`src/rtl/serial_pkg.sv`:
```
// Shared types and defaults for the bit-serial datapath blocks (serializer and serial adder side).
package serial_pkg;

  localparam int unsigned SERIAL_WIDTH = 8;

  typedef enum logic {
    IDLE,
    SHIFT
  } serial_state_e;

endpackage

```
`src/rtl/serial_operand_serializer.sv`:
```
// Captures an operand pair and emits it LSB first, one bit of A and B per cycle, with vld/last
// framing for the serial adder. Back-to-back pairs stream without a bubble.
module serial_operand_serializer
  import serial_pkg::*;
#(
  parameter int unsigned WIDTH = SERIAL_WIDTH,
  localparam int unsigned LEN_W = $clog2(WIDTH + 1)
) (
  input  logic             clk,
  input  logic             rst,
  input  logic             in_valid,
  output logic             in_ready,
  input  logic [WIDTH-1:0] in_a,
  input  logic [WIDTH-1:0] in_b,
  input  logic [LEN_W-1:0] in_len,
  input  logic             hold,
  output logic             vld,
  output logic             a,
  output logic             b,
  output logic             last
);

  localparam logic [LEN_W-1:0] WidthLen = LEN_W'(WIDTH);

  serial_state_e    r_state, w_state_next;
  logic [WIDTH-1:0] r_a, r_b, w_a_next, w_b_next;
  logic [LEN_W-1:0] r_cnt, r_len, w_cnt_next, w_len_next;
  logic [LEN_W-1:0] w_eff_len;
  logic             w_vld, w_final, w_last, w_ready, w_accept;

  // Zero or oversize requests fall back to the full operand width.
  always_comb begin
    w_eff_len = in_len;
    if ((in_len == '0) || (in_len > WidthLen)) begin
      w_eff_len = WidthLen;
    end
  end

  // Outputs depend only on registered state, hold and rst.
  always_comb begin
    w_vld   = ~rst & (r_state == SHIFT) & ~hold;
    w_final = (r_cnt == (r_len - LEN_W'(1)));
    w_last  = w_vld & w_final;
    w_ready = ~rst & ((r_state == IDLE) | w_last);
  end

  assign w_accept = in_valid & w_ready;

  assign vld      = w_vld;
  assign last     = w_last;
  assign in_ready = w_ready;
  assign a        = w_vld & r_a[0];
  assign b        = w_vld & r_b[0];

  always_comb begin
    w_state_next = r_state;
    w_a_next     = r_a;
    w_b_next     = r_b;
    w_cnt_next   = r_cnt;
    w_len_next   = r_len;
    if (w_accept) begin
      // Covers both the IDLE start and the reload on the final bit of a pair.
      w_state_next = SHIFT;
      w_a_next     = in_a;
      w_b_next     = in_b;
      w_len_next   = w_eff_len;
      w_cnt_next   = '0;
    end else if (w_last) begin
      w_state_next = IDLE;
      w_cnt_next   = '0;
    end else if (w_vld) begin
      w_a_next   = {1'b0, r_a[WIDTH-1:1]};
      w_b_next   = {1'b0, r_b[WIDTH-1:1]};
      w_cnt_next = r_cnt + LEN_W'(1);
    end
  end

  always_ff @(posedge clk) begin
    if (rst) begin
      r_state <= IDLE;
      r_a     <= '0;
      r_b     <= '0;
      r_cnt   <= '0;
      r_len   <= '0;
    end else begin
      r_state <= w_state_next;
      r_a     <= w_a_next;
      r_b     <= w_b_next;
      r_cnt   <= w_cnt_next;
      r_len   <= w_len_next;
    end
  end

endmodule

```
`config.mk`:
```
export PLATFORM = sky130hd
export DESIGN_NAME = serial_operand_serializer
export DESIGN_NICKNAME = d
export VERILOG_FILES = /design/src/rtl/serial_pkg.sv /design/src/rtl/serial_operand_serializer.sv
export SDC_FILE = /design/constraint.sdc
export NUM_CORES = 1
export LEC_CHECK = 0
export ABC_AREA = 1
export CORE_MARGIN = 1.5
export CORE_UTILIZATION = 45
export CTS_CLUSTER_SIZE = 28
export DETAILED_ROUTE_END_ITERATION = 16
export PLACE_DENSITY = 0.73
export SYNTH_ARGS = -nofsm -noshare
export SYNTH_HDL_FRONTEND = slang
export SYNTH_SLANG_ARGS = --single-unit
```
`constraint.sdc`:
```
create_clock -name clk -period 4.8 [get_ports clk]
set_input_delay 1.44 -clock clk [delete_from_list [all_inputs] [get_ports clk]]
set_output_delay 1.44 -clock clk [all_outputs]
set_load 0.01 [all_outputs]
```
# == Word-level counts from Yosys, hierarchy flattened ==
# Index checks and enable logic that the tools add are counted.
# op_classes
addsub,2
muxes,9
reduce_logical,6
magnitude_cmp,1
bitwise,11
n_eq_ne,2
# op_table
cell,n
8-bit two-way mux,6
1-bit AND,7
4-bit by 1-bit adder with 4-bit output (second input constant),1
4-bit == test,1
4-bit > comparator (second input constant),1
4-bit zero test,1
4-bit two-way mux,1
2-bit nonzero test,2
4-bit by 1-bit subtractor with 4-bit output (second input constant),1
1-bit NOT,3
3-bit OR reduction,1
1-bit two-way mux,2
2-bit by 1-bit inequality test with 1-bit output (second input constant),1
2-bit AND reduction,1
1-bit logical OR,1
1-bit bitwise OR,1
# word_totals
inputBits,24
out_inout_bits,5
reg_bits,25
elab_cells,36

# == Logic depth before layout (Yosys ltp) ==
# Gate-level depths: netlist of the first run.
# depth
depth_word,9
depth_mapped,15
depth_no_buf,14

# == Worst setup path before layout of the first run ==
# OpenSTA, ideal clock, no wires.
# synth_path
path_type,in2out
startpoint,input port rst
endpoint,output port in_ready
path_stages,3
slack_ns,1.088
path_buffers,0
t_required_ns,3.360
arrival_time_ns,2.272
path_cell_list,nor3_4 -> nand3_4 -> a21oi_1
# synth_between
elab_chain_cells,6
# synth_rtl
item,line,text
start: declaration,serial_operand_serializer.sv:10,"input logic rst,"
1-bit NOT (*),"serial_operand_serializer.sv:41, serial_operand_serializer.sv:44",
1-bit AND (2 in a row),serial_operand_serializer.sv:41,w_vld = ~rst & (r_state == SHIFT) & ~hold;
1-bit AND,serial_operand_serializer.sv:43,w_last = w_vld & w_final;
1-bit bitwise OR,serial_operand_serializer.sv:44,w_ready = ~rst & ((r_state == IDLE) | w_last);
1-bit AND (*),serial_operand_serializer.sv:44,
end: declaration,serial_operand_serializer.sv:12,"output logic in_ready,"
# Every way passes the cells marked *; elsewhere a longest branch is shown, timed or not.

# == Worst setup path in the final report of the first run ==
# Ends and elaborated chain as after synthesis.

==> flow_summary_export.csv, run 1 <==
group,metric,value,unit
run_status,status,"complete, no violations",
clock_network,postCtsHoldBufs,0,
synthesis,synthArstFlopShare,0,%
job,drv_cap,0,
clock_network,cts_root_buf,"clkbuf_4",
clock_network,clkSlewWorstSetupHoldPaths,130,ps
cells_and_area,postLayoutCellArea,1758,sq um
die,fp.dieH,59.30,um
sta,hold_viol,0,
synthesis,synth_warnings,0,
sta,clock_skew,7.379,ps
die,io_pins,29,
clock_network,cts_buffers,3,
placed_design,dp.cells,277,
sta,min_period_over_period,94.99,%
sta,hold_ws,492.7,ps
global_route,grt_max_degree,38,
clock_network,h-tree-depth,1,
clock_network,cts_repair_resize_count,0,
global_route,grt_pass1_wl,5.257,mm
die,die_x,59.30,um
cells_and_area,antenna-diode-count,0,
clock_network,cts_tree,"done",
power,power_density,231.4,nW/um^2
route,drcViolationCount,0,
worst_setup_path,worstReg2RegStart,"r_len[0]$_SDFFE_PP0N_",
sta,slew_headroom,61.29,%
sta,worstMarginPinSlew,577.0,ps
worst_setup_path,worstReg2RegEnd,"r_cnt[2]$_SDFFE_PP0P_",
worst_setup_path,arrival,3120,ps
sta,fmax,219.3,MHz
worst_setup_path,worst_setup_path_start_kind,"input port",
placed_design,place.gp.congestion,0.8086,
route,avgViaCountPerCell,4.822,
worst_setup_path,critPathRequiredTime,3360,ps
sta,rsz0062_at_grt,"no",
clock_network,post_cts_buffers,0,
worst_setup_path,endpoint_kind,"output port",
route,wl_per_cell,10.47,um
global_route,grt_remaining_overflow,0,
worst_setup_path,reg2reg_slack,2490,ps
sta,tns,0,ps
cells_and_area,syn2layout_area_growth,23.25,%
worst_setup_path,crit_end,"in_ready",
route,wl,2.943,mm
global_route,grt_pass1_vias,1226,
power,vdd_drop_max,165.6,uV
sta,setup_violations,0,
placed_design,io_buffers,28,
route,ant_nets,0,
synthesis,ys_seq_elements,25,
die,initial_core_util,47.11,%
sta,drv_slew,0,
synthesis,syn_avg_cell_area,6.728,sq um
cells_and_area,final_nets,264,
global_route,track_usage,19.25,%
synthesis,ys_seq_area_share,35.09,%
power,power.leakage,0.7651,nW
die,dieArea,3516,sq um
worst_setup_path,crit_path_max_fanout,4,
synthesis,synth_edf_count,0,
synthesis,synth_top_area_cell,"dfxtp_1",
clock_network,cts_sinks,25,
power,power.total,0.4067,mW
worst_setup_path,crit_type,"input port to output port",
clock_network,cts_buffer_depth,2,
synthesis,syn_area,1426,sq um
synthesis,synth_cell_types,23,
route,drt_iter0_markers,64,
die,fp-row-count,20,
route,vias,1355,
worst_setup_path,crit_start,"rst",
synthesis,synth-main-ff-cell,"dfxtp_1",
sta,period_minus_slack,4559,ps
die,core,3028,sq um
worst_setup_path,ff2ff_path_depth,12,
global_route,antenna_found_initial,0,
route,dr.pass1.iters,4,
clock_network,insertion_delay,320,ps
cells_and_area,final_cells,281,
synthesis,synth_nets,238,
placed_design,post-dp-hpwl,2.025,mm
synthesis,yosys.area.top_type_share,35.09,%
worst_hold_path,hp-class,"register to register",
cells_and_area,drive_gt1_share,7.595,%
synthesis,synth.area.top_cells,"dfxtp_1 35%, nand2_1 17%, nand3_1 8.1%",
placed_design,placed_cell_area,1730,sq um
synthesis,netlist_instances,212,
## registers in the layout, summed over array words and instances, names as in the netlist
| signal | count |
|---|---|
| r_cnt | 4 |
| r_b | 8 |
| r_state | 1 |
| r_a | 8 |
| r_len | 4 |
## kinds of logic after synthesis
family | synth area share (%)
compound gates | 10.70
xor+xnor | 1.228
fa+ha+maj | 1.754
buf+inv | 12.46
flops | 35.09
simple gates | 38.77
## where the power goes
group | switching (mW) | internal (mW) | leakage, nW
registers | 0.00638 | 0.219 | 0.205
logic | 0.0455 | 0.0388 | 0.543
clock network | 0.0656 | 0.0312 | 0.0177
total | 0.117 | 0.289 | 0.765
## layout make-up
class	count	area, sq um
tap	44	55.05
inverter	31	116.4
clock inverter	1	5.005
sequential	25	500.5
clock buffer	3	22.52
timing repair buffer	32	310.3
fill	314	1270
multi-input combinational	145	748.2
## worst min-delay path by stage
stage | to | slack (ps) | cells past startpoint | from
after CTS | r_len[3]$_SDFFE_PP0N_ | 490 | 2 | r_len[3]$_SDFFE_PP0N_
after global placement | r_a[7]$_SDFFE_PP0P_ | 470 | 2 | r_a[7]$_SDFFE_PP0P_
after global routing | r_a[4]$_SDFFE_PP0P_ | 520 | 2 | r_a[4]$_SDFFE_PP0P_
after floorplan | r_len[3]$_SDFFE_PP0N_ | 460 | 2 | r_len[3]$_SDFFE_PP0N_
after detailed placement | r_len[3]$_SDFFE_PP0N_ | 470 | 2 | r_len[3]$_SDFFE_PP0N_
final | r_b[0]$_SDFFE_PP0P_ | 490 | 2 | r_b[0]$_SDFFE_PP0P_
## metrics by stage
| step | setup WS (ps) | util (%) |
|---|---|---|
| after detailed placement | 253.7 | 57.15 |
| after global routing | 171.9 | 58.06 |
| after floorplan | 1088 | - |
| after global placement | 249.3 | 57.15 |
| after CTS | 239.8 | 58.06 |
| final | 240.5 | 58.06 |
## layout by cell type (no fill, tap or decap), types with 2 or more instances in the layout
cell type and n:
a21oi_1 22, buf_4 4, clkbuf_4 3, clkdlybuf4s50_1 28, dfxtp_1 25, ha_1 2
inv_1 27, inv_2 3, nand2_1 63, nand3_1 23, nand3_4 2, nand4_1 15
nor2_1 6, o22ai_1 3, xor2_1 2
## cells in the mapped netlist (2+ instances only)
cell	instances
nand2_1	63
nand4_1	15
ha_1	2
inv_2	3
a21oi_1	22
inv_1	27
o22ai_1	3
buf_6	2
clkbuf_1	5
buf_2	4
nor2_1	6
nand3_1	23
xor2_1	2
dfxtp_1	25
nand3_4	2
## layer usage
metal  part of all wire (%)  track usage (%)  up-vias  routed length [um]
met1                     48            24.97      582                1417
met2                     48            32.97       27                1403
met4                   0.65            3.896        0                  19
met5                      0                0        -                   0
met3                    3.5            3.930        2                 102
li1                       -                -      744                   -
## critical path: stages
cell             delay [ps]
clkdlybuf4s50_1         460
nor3_4                  270
nand3_4                 130
a21oi_1                 240
clkdlybuf4s50_1         590
No activity file was read; power rests on OpenSTA's default activity.
==> run 2, diff against run 1 <==
- CAP_MARGIN: unset -> 10
- DONT_BUFFER_PORTS: unset -> 1
- MAX_ROUTING_LAYER: unset -> met4
- PLACE_DENSITY: 0.73 -> 0.62
==> run 2 against run 1 <==
Compared with the run above: fmax up 18%; combinational power down 33%; critical path depth down 2; sequential cell count unchanged.
==> flow_summary_export.csv, run 2 (synthesized netlist as in run 1, its figures left out) <==
group,metric,value,unit
run_status,status,"complete, no violations",
sta,worstMarginPinSlew,549.1,ps
clock_network,cts_repair_resize_count,0,
power,p_int,0.2698,mW
cells_and_area,reg.largest.list,"r_a (8), r_b (8)",
clock_network,cts_sinks,25,
route,wl,2.916,mm
worst_setup_path,endpoint_kind,"output port",
worst_setup_path,crit_type,"input port to output port",
die,dieArea,3516,sq um
route,avgViaCountPerCell,5.116,
clock_network,cts_buffers,3,
die,io_pins,29,
global_route,grt_remaining_overflow,0,
worst_hold_path,hp-class,"register to register",
die,initial_core_util,47.11,%
power,p_switching,0.1076,mW
cells_and_area,drive_gt1_share,6.829,%
sta,clock_skew,3.357,ps
placed_design,dp.cells,245,
power,p_clk_share,25.3,%
global_route,track_usage,19.03,%
die,die_x,59.30,um
clock_network,post_cts_buffers,0,
clock_network,clkSlewWorstSetupHoldPaths,140,ps
die,core,3028,sq um
cells_and_area,seq_area,500.5,sq um
sta,fmax,258.5,MHz
cells_and_area,syn2layout_area_growth,1.491,%
worst_setup_path,worst_setup_path_start_kind,"input port",
job,drv_cap,0,
power,pwr-share-seq,59.8,%
die,fp-row-count,20,
placed_design,place.gp.congestion,0.7769,
clock_network,cts_root_buf,"clkbuf_4",
route,wl_per_cell,11.71,um
cells_and_area,final_nets,232,
clock_network,h-tree-depth,1,
sta,hold_viol,0,
sta,min_period_over_period,80.59,%
cells_and_area,final_cell_mix,"63 x nand2_1, 27 x inv_1, 25 x dfxtp_1, 23 x nand3_1, 22 x a21oi_1",
worst_setup_path,critPathRequiredTime,3360,ps
sta,period_minus_slack,3869,ps
sta,slew_headroom,63.17,%
worst_setup_path,worstPathCellList,"nor3_4 > nand3_4 > a21oi_1",
global_route,antenna_found_initial,0,
global_route,grt_pass1_wl,5.030,mm
die,fp.dieH,59.30,um
cells_and_area,nFillCells,337,
power,vdd_drop_max,121.9,uV
global_route,grt_pass1_vias,1136,
sta,hold_ws,485.6,ps
power,power.total,0.3774,mW
power,switching_share,28.50,%
route,ant_nets,0,
cells_and_area,antenna-diode-count,0,
global_route,grt_max_degree,38,
power,p_comb_share,14.9,%
route,drcViolationCount,0,
placed_design,io_buffers,0,
power,power.leakage,0.6378,nW
worst_setup_path,crit_family,"simple AND/OR/NAND/NOR gates",
worst_setup_path,critPathMaxStageDelay,450,ps
worst_setup_path,crit_path_max_fanout,21,
cells_and_area,final_cells,249,
worst_setup_path,arrival,2430,ps
route,dr.pass1.iters,4,
cells_and_area,multiInputGateArea,748.2,sq um
worst_setup_path,cp.buffers_inverters,0,
sta,drv_slew,0,
sta,tns,0,ps
route,drt_iter0_markers,43,
placed_design,post-dp-hpwl,2.088,mm
route,vias,1274,
clock_network,insertion_delay,320,ps
cells_and_area,final_common_cell,"nand2_1",
worst_setup_path,worst_path_max_delay_cell,"a21oi_1",
clock_network,cts_tree,"done",
sta,rsz0062_at_grt,"no",
clock_network,cts_buffer_depth,2,
power,power_density,260.7,nW/um^2
clock_network,postCtsHoldBufs,0,
sta,setup_violations,0,
==> run 2: path summary, 6_finish.rpt <==
| kind | startpoint | end | slack (ps) | cells after the start |
|---|---|---|---|---|
| hold reg to reg | r_b[3]$_SDFFE_PP0P_ | r_b[3]$_SDFFE_PP0P_ | 490 | 2 |
| setup / recovery | rst | in_ready | 930 | 3 |
| setup reg to reg | r_len[0]$_SDFFE_PP0N_ | r_cnt[0]$_SDFFE_PP0P_ | 2480 | 12 |
| hold / removal | r_b[3]$_SDFFE_PP0P_ | r_b[3]$_SDFFE_PP0P_ | 490 | 2 |
==> run 2: power by group through the flow <==
stage,combinational (mW),sequential (mW),clock [mW]
after floorplan,0.0541,0.229,0
after global placement,0.0554,0.230,0
after detailed placement,0.0568,0.230,0
after CTS,0.0570,0.226,0.0998
after global routing,0.0657,0.227,0.107
final,0.0561,0.226,0.0954
==> run 2: through the flow <==
step,utilization [%],setup WS [ps],instance area [sq um]
after detailed placement,46.90,902.0,1420
after floorplan,-,1088,1426
after CTS,47.81,907.0,1448
after global routing,47.81,827.6,1448
final,47.81,931.5,1448
after global placement,46.90,952.0,1420
==> run 2: layout make-up <==
cell class / instances / area share, %
clock buffers: 3 / 1.556
clock inverters: 1 / 0.3457
inverters: 31 / 8.038
multi-input cells: 145 / 51.69
flip-flops and latches: 25 / 34.57
well taps: 44 / 3.803
==> run 2: routing by layer <==
layer | vias to the layer above | part of all wire (%) | track usage (%)
li1 | 674 | - | -
met1 | 570 | 46 | 23.35
met2 | 28 | 50 | 32.81
met3 | 2 | 3.3 | 2.402
met4 | 0 | 0.41 | 4.870
met5 | - | 0 | -
==> run 2: worst reg2reg max path, delay by kind of cell, from the launching register on <==
kind | cells | cell delay, ps
AO/OA/AOI/OAI | 1 | 70
flip-flops | 1 | 370
adder cells (fa/ha/maj) | 1 | 310
buffers and inverters | 2 | 120
AND/OR/NAND/NOR | 8 | 1360
==> run 3, diff against run 2 <==
- PLACE_DENSITY: 0.62 -> 0.64
- clock period: 4.8 -> 3.45 ns (I/O delays scaled with it)
==> run 3 against run 2 <==
Compared with the run above: sequential cell count unchanged; hold slack gained 4.2 ps; critical endpoint unchanged; via count is 2.8% higher; combinational power up 44%; critical path type is now register to output port; routed wire length grew 4.4%; clock skew grew 1.2 ps; highest routed layer unchanged; sequential power grew 39%; first-iteration DRC count decreased by 12%; clock power rose by 39%; count of clock-buffer cells in the layout unchanged; non-clock buffer count increased by 2; total power rose by 40%.
==> flow_summary_export.csv, run 3 (synthesized netlist as in run 1, its figures left out) <==
group,metric,value,unit
route,drt_iter0_markers,38,
route,drcViolationCount,0,
sta,fmax,337.2,MHz
job,drv_cap,0,
clock_network,post_cts_buffers,0,
route,ant_nets,0,
route,vias,1310,
cells_and_area,reg.largest.list,"r_a (8), r_b (8)",
cells_and_area,syn2layout_area_growth,2.544,%
sta,clock_skew,4.545,ps
die,dieArea,3516,sq um
run_status,status,"complete, no violations",
cells_and_area,final_common_cell,"nand2_1",
clock_network,h-tree-depth,1,
worst_setup_path,critPathRequiredTime,2410,ps
worst_setup_path,cp.buffers_inverters,3,
placed_design,place.gp.congestion,0.7968,
cells_and_area,antenna-diode-count,0,
power,power.leakage,0.6475,nW
clock_network,cts_buffers,3,
sta,hold_viol,0,
sta,setup_slack,484.4,ps
sta,period_minus_slack,2966,ps
sta,drv_slew,0,
power,vdd_drop_max,126.9,uV
die,die_x,59.30,um
global_route,antenna_found_initial,0,
route,wl_per_cell,12.13,um
placed_design,io_buffers,0,
sta,slew_headroom,71.74,%
worst_setup_path,endpoint_kind,"output port",
sta,rsz0062_at_grt,"no",
clock_network,cts_repair_resize_count,0,
route,avgViaCountPerCell,5.219,
worst_setup_path,crit_family,"simple AND/OR/NAND/NOR gates",
clock_network,cts_root_buf,"clkbuf_4",
cells_and_area,drive_gt1_share,7.729,%
placed_design,place_ws,516.4,ps
placed_design,post-dp-hpwl,2.159,mm
clock_network,insertion_delay,320,ps
global_route,track_usage,19.15,%
worst_hold_path,hp-class,"register to register",
worst_setup_path,worst_setup_path_start_kind,"register",
global_route,grt_pass1_wl,4.954,mm
power,power_density,361.3,nW/um^2
worst_setup_path,crit_type,"register to output port",
worst_setup_path,arrival,1930,ps
worst_setup_path,critPathMaxStageDelay,370,ps
die,io_pins,29,
sta,setup_violations,0,
cells_and_area,nFillCells,327,
clock_network,cts_sinks,25,
worst_setup_path,worstPathCellList,"inv_1 > ha_1 > nand2_1 > inv_1 > nor2_1 > nand2_1 > nor2_4 > nand3_4 > a21oi_1 > buf_4",
sta,tns,0,ps
route,dr.pass1.iters,4,
cells_and_area,final_nets,234,
sta,min_period_over_period,85.96,%
sta,worstMarginPinSlew,422.9,ps
worst_setup_path,crit_path_max_fanout,4,
route,wl,3.045,mm
cells_and_area,final_cell_mix,"63 x nand2_1, 27 x inv_1, 25 x dfxtp_1, 23 x nand3_1, 22 x a21oi_1",
global_route,grt_pass1_vias,1139,
cells_and_area,final_cells,251,
worst_setup_path,worst_path_max_delay_cell,"dfxtp_1",
cells_and_area,multiInputGateArea,748.2,sq um
power,power.total,0.5284,mW
placed_design,dp.cells,247,
die,initial_core_util,47.11,%
clock_network,cts_tree,"done",
cells_and_area,seq_area,500.5,sq um
die,fp.dieH,59.30,um
clock_network,postCtsHoldBufs,0,
die,fp-row-count,20,
die,core,3028,sq um
global_route,grt_max_degree,38,
clock_network,cts_buffer_depth,2,
clock_network,clkSlewWorstSetupHoldPaths,140,ps
global_route,grt_remaining_overflow,0,
==> run 3: path summary, 6_finish.rpt <==
kind,from,to,slack (ps),cells past startpoint
hold / removal,r_a[5]$_SDFFE_PP0P_,r_a[5]$_SDFFE_PP0P_,490,2
setup reg to reg,r_len[0]$_SDFFE_PP0N_,r_cnt[0]$_SDFFE_PP0P_,1180,12
hold reg to reg,r_a[5]$_SDFFE_PP0P_,r_a[5]$_SDFFE_PP0P_,490,2
setup / recovery,r_len[0]$_SDFFE_PP0N_,in_ready,480,10
==> run 3: layout make-up <==
type	instances	share of cell area [%]
clock inverters	1	0.3422
clock buffers	3	1.540
multi-input cells	145	51.15
flip-flops and latches	25	34.22
well taps	44	3.764
repair buffers	2	1.027
inverters	31	7.956
==> run 3: through the flow <==
stage / cell area (sq um) / hold WS [ps] / utilization (%)
6_report: 1463 / 489.8 / 48.31
5_1_grt: 1463 / 509.1 / 48.31
4_1_cts: 1463 / 493.3 / 48.31
3_5_place_dp: 1435 / 469.7 / 47.40
3_3_place_gp: 1435 / 464.6 / 47.40
2_1_floorplan: 1426 / 457.5 / -
==> run 3: tightest hold or removal path, cell delays in order, from the launching register on <==
cell and delay, ps:
dfxtp_1 340, nand3_1 70, a21oi_1 60
==> run 3: layer usage <==
metal	GRT usage [%]	vias to the layer above	wire (um)
li1	-	680	-
met5	-	-	0
met1	24.53	603	1462
met2	30.46	25	1473
met3	2.402	2	94
met4	7.792	0	15
==> run 3: where the power goes <==
part | internal, mW | switching, mW
clock | 0.0434 | 0.0896
sequential | 0.305 | 0.00959
combinational | 0.0288 | 0.0519
total | 0.377 | 0.151
